File: config.mk
export PLATFORM = sky130hd
export DESIGN_NAME = uart_tx_arbiter_flat
export DESIGN_NICKNAME = d
export VERILOG_FILES = /design/src/rtl/uart_tx_arbiter_if.sv /design/src/rtl/uart_tx_arbiter.sv /design/src/flat_wrapper.sv
export SDC_FILE = /design/constraint.sdc
export NUM_CORES = 1
export LEC_CHECK = 0
export CAP_MARGIN = 20
export CORE_MARGIN = 10
export CORE_UTILIZATION = 50
export CTS_CLUSTER_DIAMETER = 80
export DETAILED_ROUTE_END_ITERATION = 10
export PLACE_DENSITY_LB_ADDON = 0.12
export SYNTH_ARGS = -nofsm -noshare
export SYNTH_HDL_FRONTEND = slang
export SYNTH_SLANG_ARGS = --single-unit
export TNS_END_PERCENT = 30
File: constraint.sdc
create_clock -name clk -period 2.3 [get_ports clk]
set_input_delay 0.46 -clock clk [delete_from_list [all_inputs] [get_ports clk]]
set_output_delay 0.46 -clock clk [all_outputs]
set_load 0.02 [all_outputs]
File: src/rtl/uart_tx_arbiter_if.sv
`default_nettype none
// +----------------------------------------------------------------------+
// | uart_tx_arbiter_if : requester-side and UART-side signal bundle      |
// | Rev 1.0                                                              |
// +----------------------------------------------------------------------+
interface uart_tx_arbiter_if #(
  parameter int NUM_REQ = 4
);
  logic [NUM_REQ-1:0]   req_valid;
  logic [8*NUM_REQ-1:0] req_data;
  logic [NUM_REQ-1:0]   req_last;
  logic [NUM_REQ-1:0]   req_ready;
  logic [NUM_REQ-1:0]   grant;
  logic                 tx_start;
  logic [7:0]           tx_data;
  logic                 tx_busy;
  logic                 arb_busy;

  modport master (
    input  req_valid, req_data, req_last, tx_busy,
    output req_ready, grant, tx_start, tx_data, arb_busy
  );

  modport slave (
    output req_valid, req_data, req_last, tx_busy,
    input  req_ready, grant, tx_start, tx_data, arb_busy
  );
endinterface
`default_nettype wire

File: src/rtl/uart_tx_arbiter.sv
`default_nettype none
// +----------------------------------------------------------------------+
// | uart_tx_arbiter : round-robin, packet-locked sharing of one UART TX  |
// | Option macro UART_ARB_SRCID_EN: send {4'hA, owner} header per grant  |
// | Rev 1.0                                                              |
// +----------------------------------------------------------------------+
module uart_tx_arbiter #(
  parameter int NUM_REQ      = 4,
  parameter int GAP_CLKS     = 16,
  parameter int BUSY_TIMEOUT = 64
) (
  input  wire logic         clk,
  input  wire logic         rst_n,
  uart_tx_arbiter_if.master bus
);
  localparam int IDX_W = (NUM_REQ > 1) ? $clog2(NUM_REQ) : 1;
  localparam int GAP_W = (GAP_CLKS > 1) ? $clog2(GAP_CLKS) : 1;
  localparam int TO_W  = (BUSY_TIMEOUT > 1) ? $clog2(BUSY_TIMEOUT) : 1;
  localparam logic [GAP_W-1:0] GAP_LAST = (GAP_CLKS > 1) ? GAP_W'(GAP_CLKS - 1) : '0;
  localparam logic [TO_W-1:0]  TO_LAST  = (BUSY_TIMEOUT > 1) ? TO_W'(BUSY_TIMEOUT - 1) : '0;

  typedef enum logic [2:0] {
    IDLE    = 3'd0,
    START   = 3'd1,
    WAIT_HI = 3'd2,
    WAIT_LO = 3'd3,
    GAP     = 3'd4
  } state_t;

  state_t             r_state;
  logic [IDX_W-1:0]   r_owner;
  logic               r_have_owner;
  logic [IDX_W-1:0]   r_rr_ptr;
  logic               r_pkt_end;
  logic [GAP_W-1:0]   r_gap_cnt;
  logic [TO_W-1:0]    r_to_cnt;
  logic [NUM_REQ-1:0] r_req_ready;
  logic [NUM_REQ-1:0] r_grant;
  logic               r_tx_start;
  logic [7:0]         r_tx_data;

  logic [7:0]         w_bytes [NUM_REQ];
  logic               w_found;
  logic [IDX_W-1:0]   w_sel;
  logic [IDX_W:0]     w_sum;

  for (genvar gi = 0; gi < NUM_REQ; gi++) begin : g_unpack
    assign w_bytes[gi] = bus.req_data[8*gi +: 8];
  end

  // Scan from the highest offset down so the lowest offset at/after rr_ptr wins.
  always_comb begin
    w_found = 1'b0;
    w_sel   = '0;
    w_sum   = '0;
    for (int k = NUM_REQ - 1; k >= 0; k--) begin
      w_sum = {1'b0, r_rr_ptr} + (IDX_W+1)'(k);
      if (w_sum >= (IDX_W+1)'(NUM_REQ)) begin
        w_sum = w_sum - (IDX_W+1)'(NUM_REQ);
      end
      if (bus.req_valid[w_sum[IDX_W-1:0]]) begin
        w_found = 1'b1;
        w_sel   = w_sum[IDX_W-1:0];
      end
    end
  end

  function automatic logic [NUM_REQ-1:0] onehot(input logic [IDX_W-1:0] idx);
    onehot      = '0;
    onehot[idx] = 1'b1;
  endfunction

  always_ff @(posedge clk or negedge rst_n) begin
    if (!rst_n) begin
      r_state      <= IDLE;
      r_owner      <= '0;
      r_have_owner <= 1'b0;
      r_rr_ptr     <= '0;
      r_pkt_end    <= 1'b0;
      r_gap_cnt    <= '0;
      r_to_cnt     <= '0;
      r_req_ready  <= '0;
      r_grant      <= '0;
      r_tx_start   <= 1'b0;
      r_tx_data    <= '0;
    end else begin
      r_req_ready <= '0;
      r_tx_start  <= 1'b0;
      case (r_state)
        IDLE: begin
          if (!r_have_owner) begin
            if (w_found) begin
              r_have_owner <= 1'b1;
              r_owner      <= w_sel;
              r_grant      <= onehot(w_sel);
              r_state      <= START;
`ifdef UART_ARB_SRCID_EN
              r_tx_data    <= {4'hA, 4'(w_sel)};
              r_pkt_end    <= 1'b0;
`else
              r_tx_data    <= w_bytes[w_sel];
              r_pkt_end    <= bus.req_last[w_sel];
              r_req_ready  <= onehot(w_sel);
`endif
            end
          end else if (bus.req_valid[r_owner]) begin
            r_tx_data   <= w_bytes[r_owner];
            r_pkt_end   <= bus.req_last[r_owner];
            r_req_ready <= onehot(r_owner);
            r_state     <= START;
          end
        end
        START: begin
          // A transmitter still shifting a previous byte holds off the pulse.
          if (!bus.tx_busy) begin
            r_tx_start <= 1'b1;
            r_to_cnt   <= '0;
            r_state    <= WAIT_HI;
          end
        end
        WAIT_HI: begin
          if (bus.tx_busy) begin
            r_state <= WAIT_LO;
          end else if (r_to_cnt == TO_LAST) begin
            r_gap_cnt <= '0;
            r_state   <= GAP;
          end else begin
            r_to_cnt <= r_to_cnt + 1'b1;
          end
        end
        WAIT_LO: begin
          if (!bus.tx_busy) begin
            r_gap_cnt <= '0;
            r_state   <= GAP;
          end
        end
        GAP: begin
          if (r_gap_cnt == GAP_LAST) begin
            r_state <= IDLE;
            if (r_pkt_end) begin
              r_have_owner <= 1'b0;
              r_grant      <= '0;
              r_pkt_end    <= 1'b0;
              r_rr_ptr     <= (r_owner == IDX_W'(NUM_REQ - 1)) ? '0 : r_owner + 1'b1;
            end
          end else begin
            r_gap_cnt <= r_gap_cnt + 1'b1;
          end
        end
        default: r_state <= IDLE;
      endcase
    end
  end

  assign bus.req_ready = r_req_ready;
  assign bus.grant     = r_grant;
  assign bus.tx_start  = r_tx_start;
  assign bus.tx_data   = r_tx_data;
  assign bus.arb_busy  = (r_state != IDLE);

endmodule
`default_nettype wire

File: src/flat_wrapper.sv
// flat-port wrapper written by rule: the top's interface ports become plain ports
module uart_tx_arbiter_flat 
#(
  parameter int NUM_REQ      = 4,
  parameter int GAP_CLKS     = 16,
  parameter int BUSY_TIMEOUT = 64
)
  (clk, rst_n, bus_req_valid, bus_req_data, bus_req_last, bus_tx_busy, bus_req_ready, bus_grant, bus_tx_start, bus_tx_data, bus_arb_busy);
  uart_tx_arbiter_if #(.NUM_REQ(NUM_REQ)) bus_i ();
  input  wire logic clk;
  input  wire logic rst_n;
  input wire logic [$bits(bus_i.req_valid)-1:0] bus_req_valid;
  input wire logic [$bits(bus_i.req_data)-1:0] bus_req_data;
  input wire logic [$bits(bus_i.req_last)-1:0] bus_req_last;
  input wire logic [$bits(bus_i.tx_busy)-1:0] bus_tx_busy;
  output wire logic [$bits(bus_i.req_ready)-1:0] bus_req_ready;
  output wire logic [$bits(bus_i.grant)-1:0] bus_grant;
  output wire logic [$bits(bus_i.tx_start)-1:0] bus_tx_start;
  output wire logic [$bits(bus_i.tx_data)-1:0] bus_tx_data;
  output wire logic [$bits(bus_i.arb_busy)-1:0] bus_arb_busy;
  assign bus_i.req_valid = bus_req_valid;
  assign bus_i.req_data = bus_req_data;
  assign bus_i.req_last = bus_req_last;
  assign bus_i.tx_busy = bus_tx_busy;
  assign bus_req_ready = bus_i.req_ready;
  assign bus_grant = bus_i.grant;
  assign bus_tx_start = bus_i.tx_start;
  assign bus_tx_data = bus_i.tx_data;
  assign bus_arb_busy = bus_i.arb_busy;
  uart_tx_arbiter #(.NUM_REQ(NUM_REQ), .GAP_CLKS(GAP_CLKS), .BUSY_TIMEOUT(BUSY_TIMEOUT)) u_core (.clk(clk), .rst_n(rst_n), .bus(bus_i));
endmodule
==> impl_metrics.toml <==
[final_layout]
fin_nets = 373
antenna_cells = 0
final_cells = 392
drive_above_1_share_pct = 15.7
postLayoutCellArea_mm2 = 0.00328
final_core_util_pct = 69.4
area_delta_synth_final_pct = 34.9

[yosys]
yosysMostFrequentCell = "dfrtp_1"
yosys.area.top_type = "dfrtp_1"
ys_warn_count = 0
ys_async_sr_fraction_pct = 100
synth_edf_count = 0
synth_commonest_cells = "36 x dfrtp_1, 35 x nand2_1, 30 x nor2_1"
syn_area_mm2 = 0.00243
seq_area_frac_synth_pct = 37.1
ys.flop_type = "dfrtp_1"
ys_top_cells_by_area = "dfrtp_1 37%, mux4_2 7.4%, nand2_1 5.4%"
syn-mean-instance-area_um2 = 9.68
ys_ff_latch = 36
synth_top_area_share_pct = 37.1
postSynthNetCount = 300
netlist_instances = 251
post_synth_num_cell_types = 51

[die]
die_h_um = 89.7
die_x_um = 89.7
ios = 61
fp-row-count = 25
start_util_pct = 51.4
core-area_mm2 = 0.00472
die_area_mm2 = 0.00805

[setup_path]
critical_path.startpoint = "bus_req_valid[1]"
ff2ff_path_depth = 7
cp.arrival_ns = 2.33
cp_max_fo = 17
r2r-end = "u_core.bus.tx_data[5]"
r2r_start = "u_core.r_rr_ptr[1]"
path_class = "input port to register"
worst_setup_path_end_kind = "register"
startpoint_type = "input port"
crit_required_ns = 2.48
r2r_setup_slack_ns = 0.42

[detailed_routing]
drt_iter0_drc = 144
drcViolationCount = 0
antenna_left = 0
wl_mm = 6.48
viasPerCell = 5.56
wire_per_inst_um = 16.5
via_count = 2180
drtPass1Iterations = 4

[cts]
cts_tree = "built"
htree_num_levels = 2
clock-sinks = 36
cts_buffer_depth = 2
root_buffer = "clkbuf_8"
cts_buffers = 5
postCtsSetupBuffers = 0
insertion_delay_ns = 0.29
clk_pin_slew_ns = 0.08

[pwr]
leakagePower_uw = 0.00149
peakVddDrop_uv = 437
total_power_uw = 2490
pwr_density_cell_mw_per_mm2 = 760

[hold_path]
whs_endpoint = "u_core.bus.grant[1]"
hold_depth = 2
hp-start = "u_core.bus.grant[1]"
hold_class = "register to register"

[grt]
grt_max_degree = 37
overflow = 0
antenna_found_initial = 0
grt_pass1_vias = 2112
grt_pass1_wl_mm = 10.3
grt_use_total_pct = 16.4

[sta]
fin_crit_ns = 2.15
fin_crit_sh_pct = 93.3
skew_ns = 0.00601
maxSlewViolCount = 0
finalSetupViolCount = 0
slew_headroom_pct = 65.3
rsz0062_at_grt = "no"
hold_viol = 0
fin_ws_ns = 0.153
fmax_ghz = 0.466
worstMarginPinSlew_ns = 0.516

[run_status]
status = "complete, no violations"

[placement]
dp_slack_ns = -0.0413
io_buffer_count = 60
hpwl_mm = 5.04
gp_congestion = 0.836
dp_cells = 384
placed_area_mm2 = 0.00316

[job]
drv_cap = 0
worst max-delay path by stage:
stage,to,slack (ns),cells past startpoint
detailed placement,u_core.bus.tx_data[0],-0.04,7
finish,u_core.bus.tx_data[0],0.15,7
floorplan,u_core.bus.tx_data[4],0.47,8
global route,u_core.bus.tx_data[6],0.04,7
global placement,u_core.bus.tx_data[0],-0.05,7
CTS,bus_arb_busy,0.04,2
cells in the final DEF, fill, tap and decap left out, drive strengths merged, types with 6 or more instances in the layout:
master	count
a21oi	8
a221oi	7
a22o	8
buf	22
clkdlybuf4s50	59
dfrtp	36
ha	6
inv	7
mux2i	12
mux4	10
nand2	36
nor2	34
o21ai	18
per-stage QoR:
step / TNS (ns) / hold slack (ns)
final: 0 / 0.490
after global placement: -0.303 / 0.466
after floorplan: 0 / 0.164
after detailed placement: -0.283 / 0.477
after global routing: 0 / 0.510
after CTS: 0 / 0.494
layer usage:
layer,global-route usage [%],share of wire (%),vias up
met5,0,0,-
met4,4.05,1.0,0
met2,26.3,47,74
met3,5.05,7.8,7
li1,-,-,1060
met1,21.2,44,1039
power by group:
| group | switching, uW | total (uW) | internal, uW |
|---|---|---|---|
| combinational | 495 | 1010 | 516 |
| clock | 242 | 563 | 321 |
| sequential | 129 | 916 | 787 |
critical path, cell delays in order:
cell and delay, ns:
clkdlybuf4s50_1 0.52, nor4_1 0.54, or2_2 0.22, a21o_1 0.17
buf_12 0.16, nor2_1 0.06, a22o_1 0.19
registers in the layout, summed over array words and instances (netlist names):
register	flops
u_core.bus.grant	4
u_core.bus.req_ready	4
u_core.bus.tx_data	8
u_core.bus.tx_start	1
u_core.r_gap_cnt	4
u_core.r_have_owner	1
u_core.r_owner	2
u_core.r_pkt_end	1
u_core.r_rr_ptr	2
u_core.r_state	3
u_core.r_to_cnt	6
cell type report:
| cell class | count | area [um^2] |
|---|---|---|
| Fill cell | 355 | 1450 |
| Timing Repair Buffer | 82 | 793 |
| Clock buffer | 5 | 68.8 |
| Inverter | 7 | 26.3 |
| Multi-Input combinational cell | 192 | 1360 |
| Sequential cell | 36 | 901 |
| Tap cell | 67 | 83.8 |
| Clock inverter | 3 | 42.5 |
kinds of logic (layout without fill, tap and decap cells):
| logic type | count (synthesis) | count (layout) | share of synthesized area (%) |
|---|---|---|---|
| multiplexers | 22 | 22 | 14.4 |
| flip-flops | 36 | 36 | 37.1 |
| AND/OR/NAND/NOR | 103 | 103 | 20.3 |
| adder cells (fa/ha/maj) | 6 | 6 | 3.09 |
| AO/OA/AOI/OAI | 57 | 57 | 16.7 |
| XOR/XNOR | 4 | 4 | 1.44 |
| buffers and inverters | 23 | 97 | 6.90 |
what timing repair did:
item | CTS | global route
gates resized for setup | 0 | 1
hold buffers | 0 | 0
endpoints found under the setup margin | 0 | 1
Power figures use the tool's default switching activity.
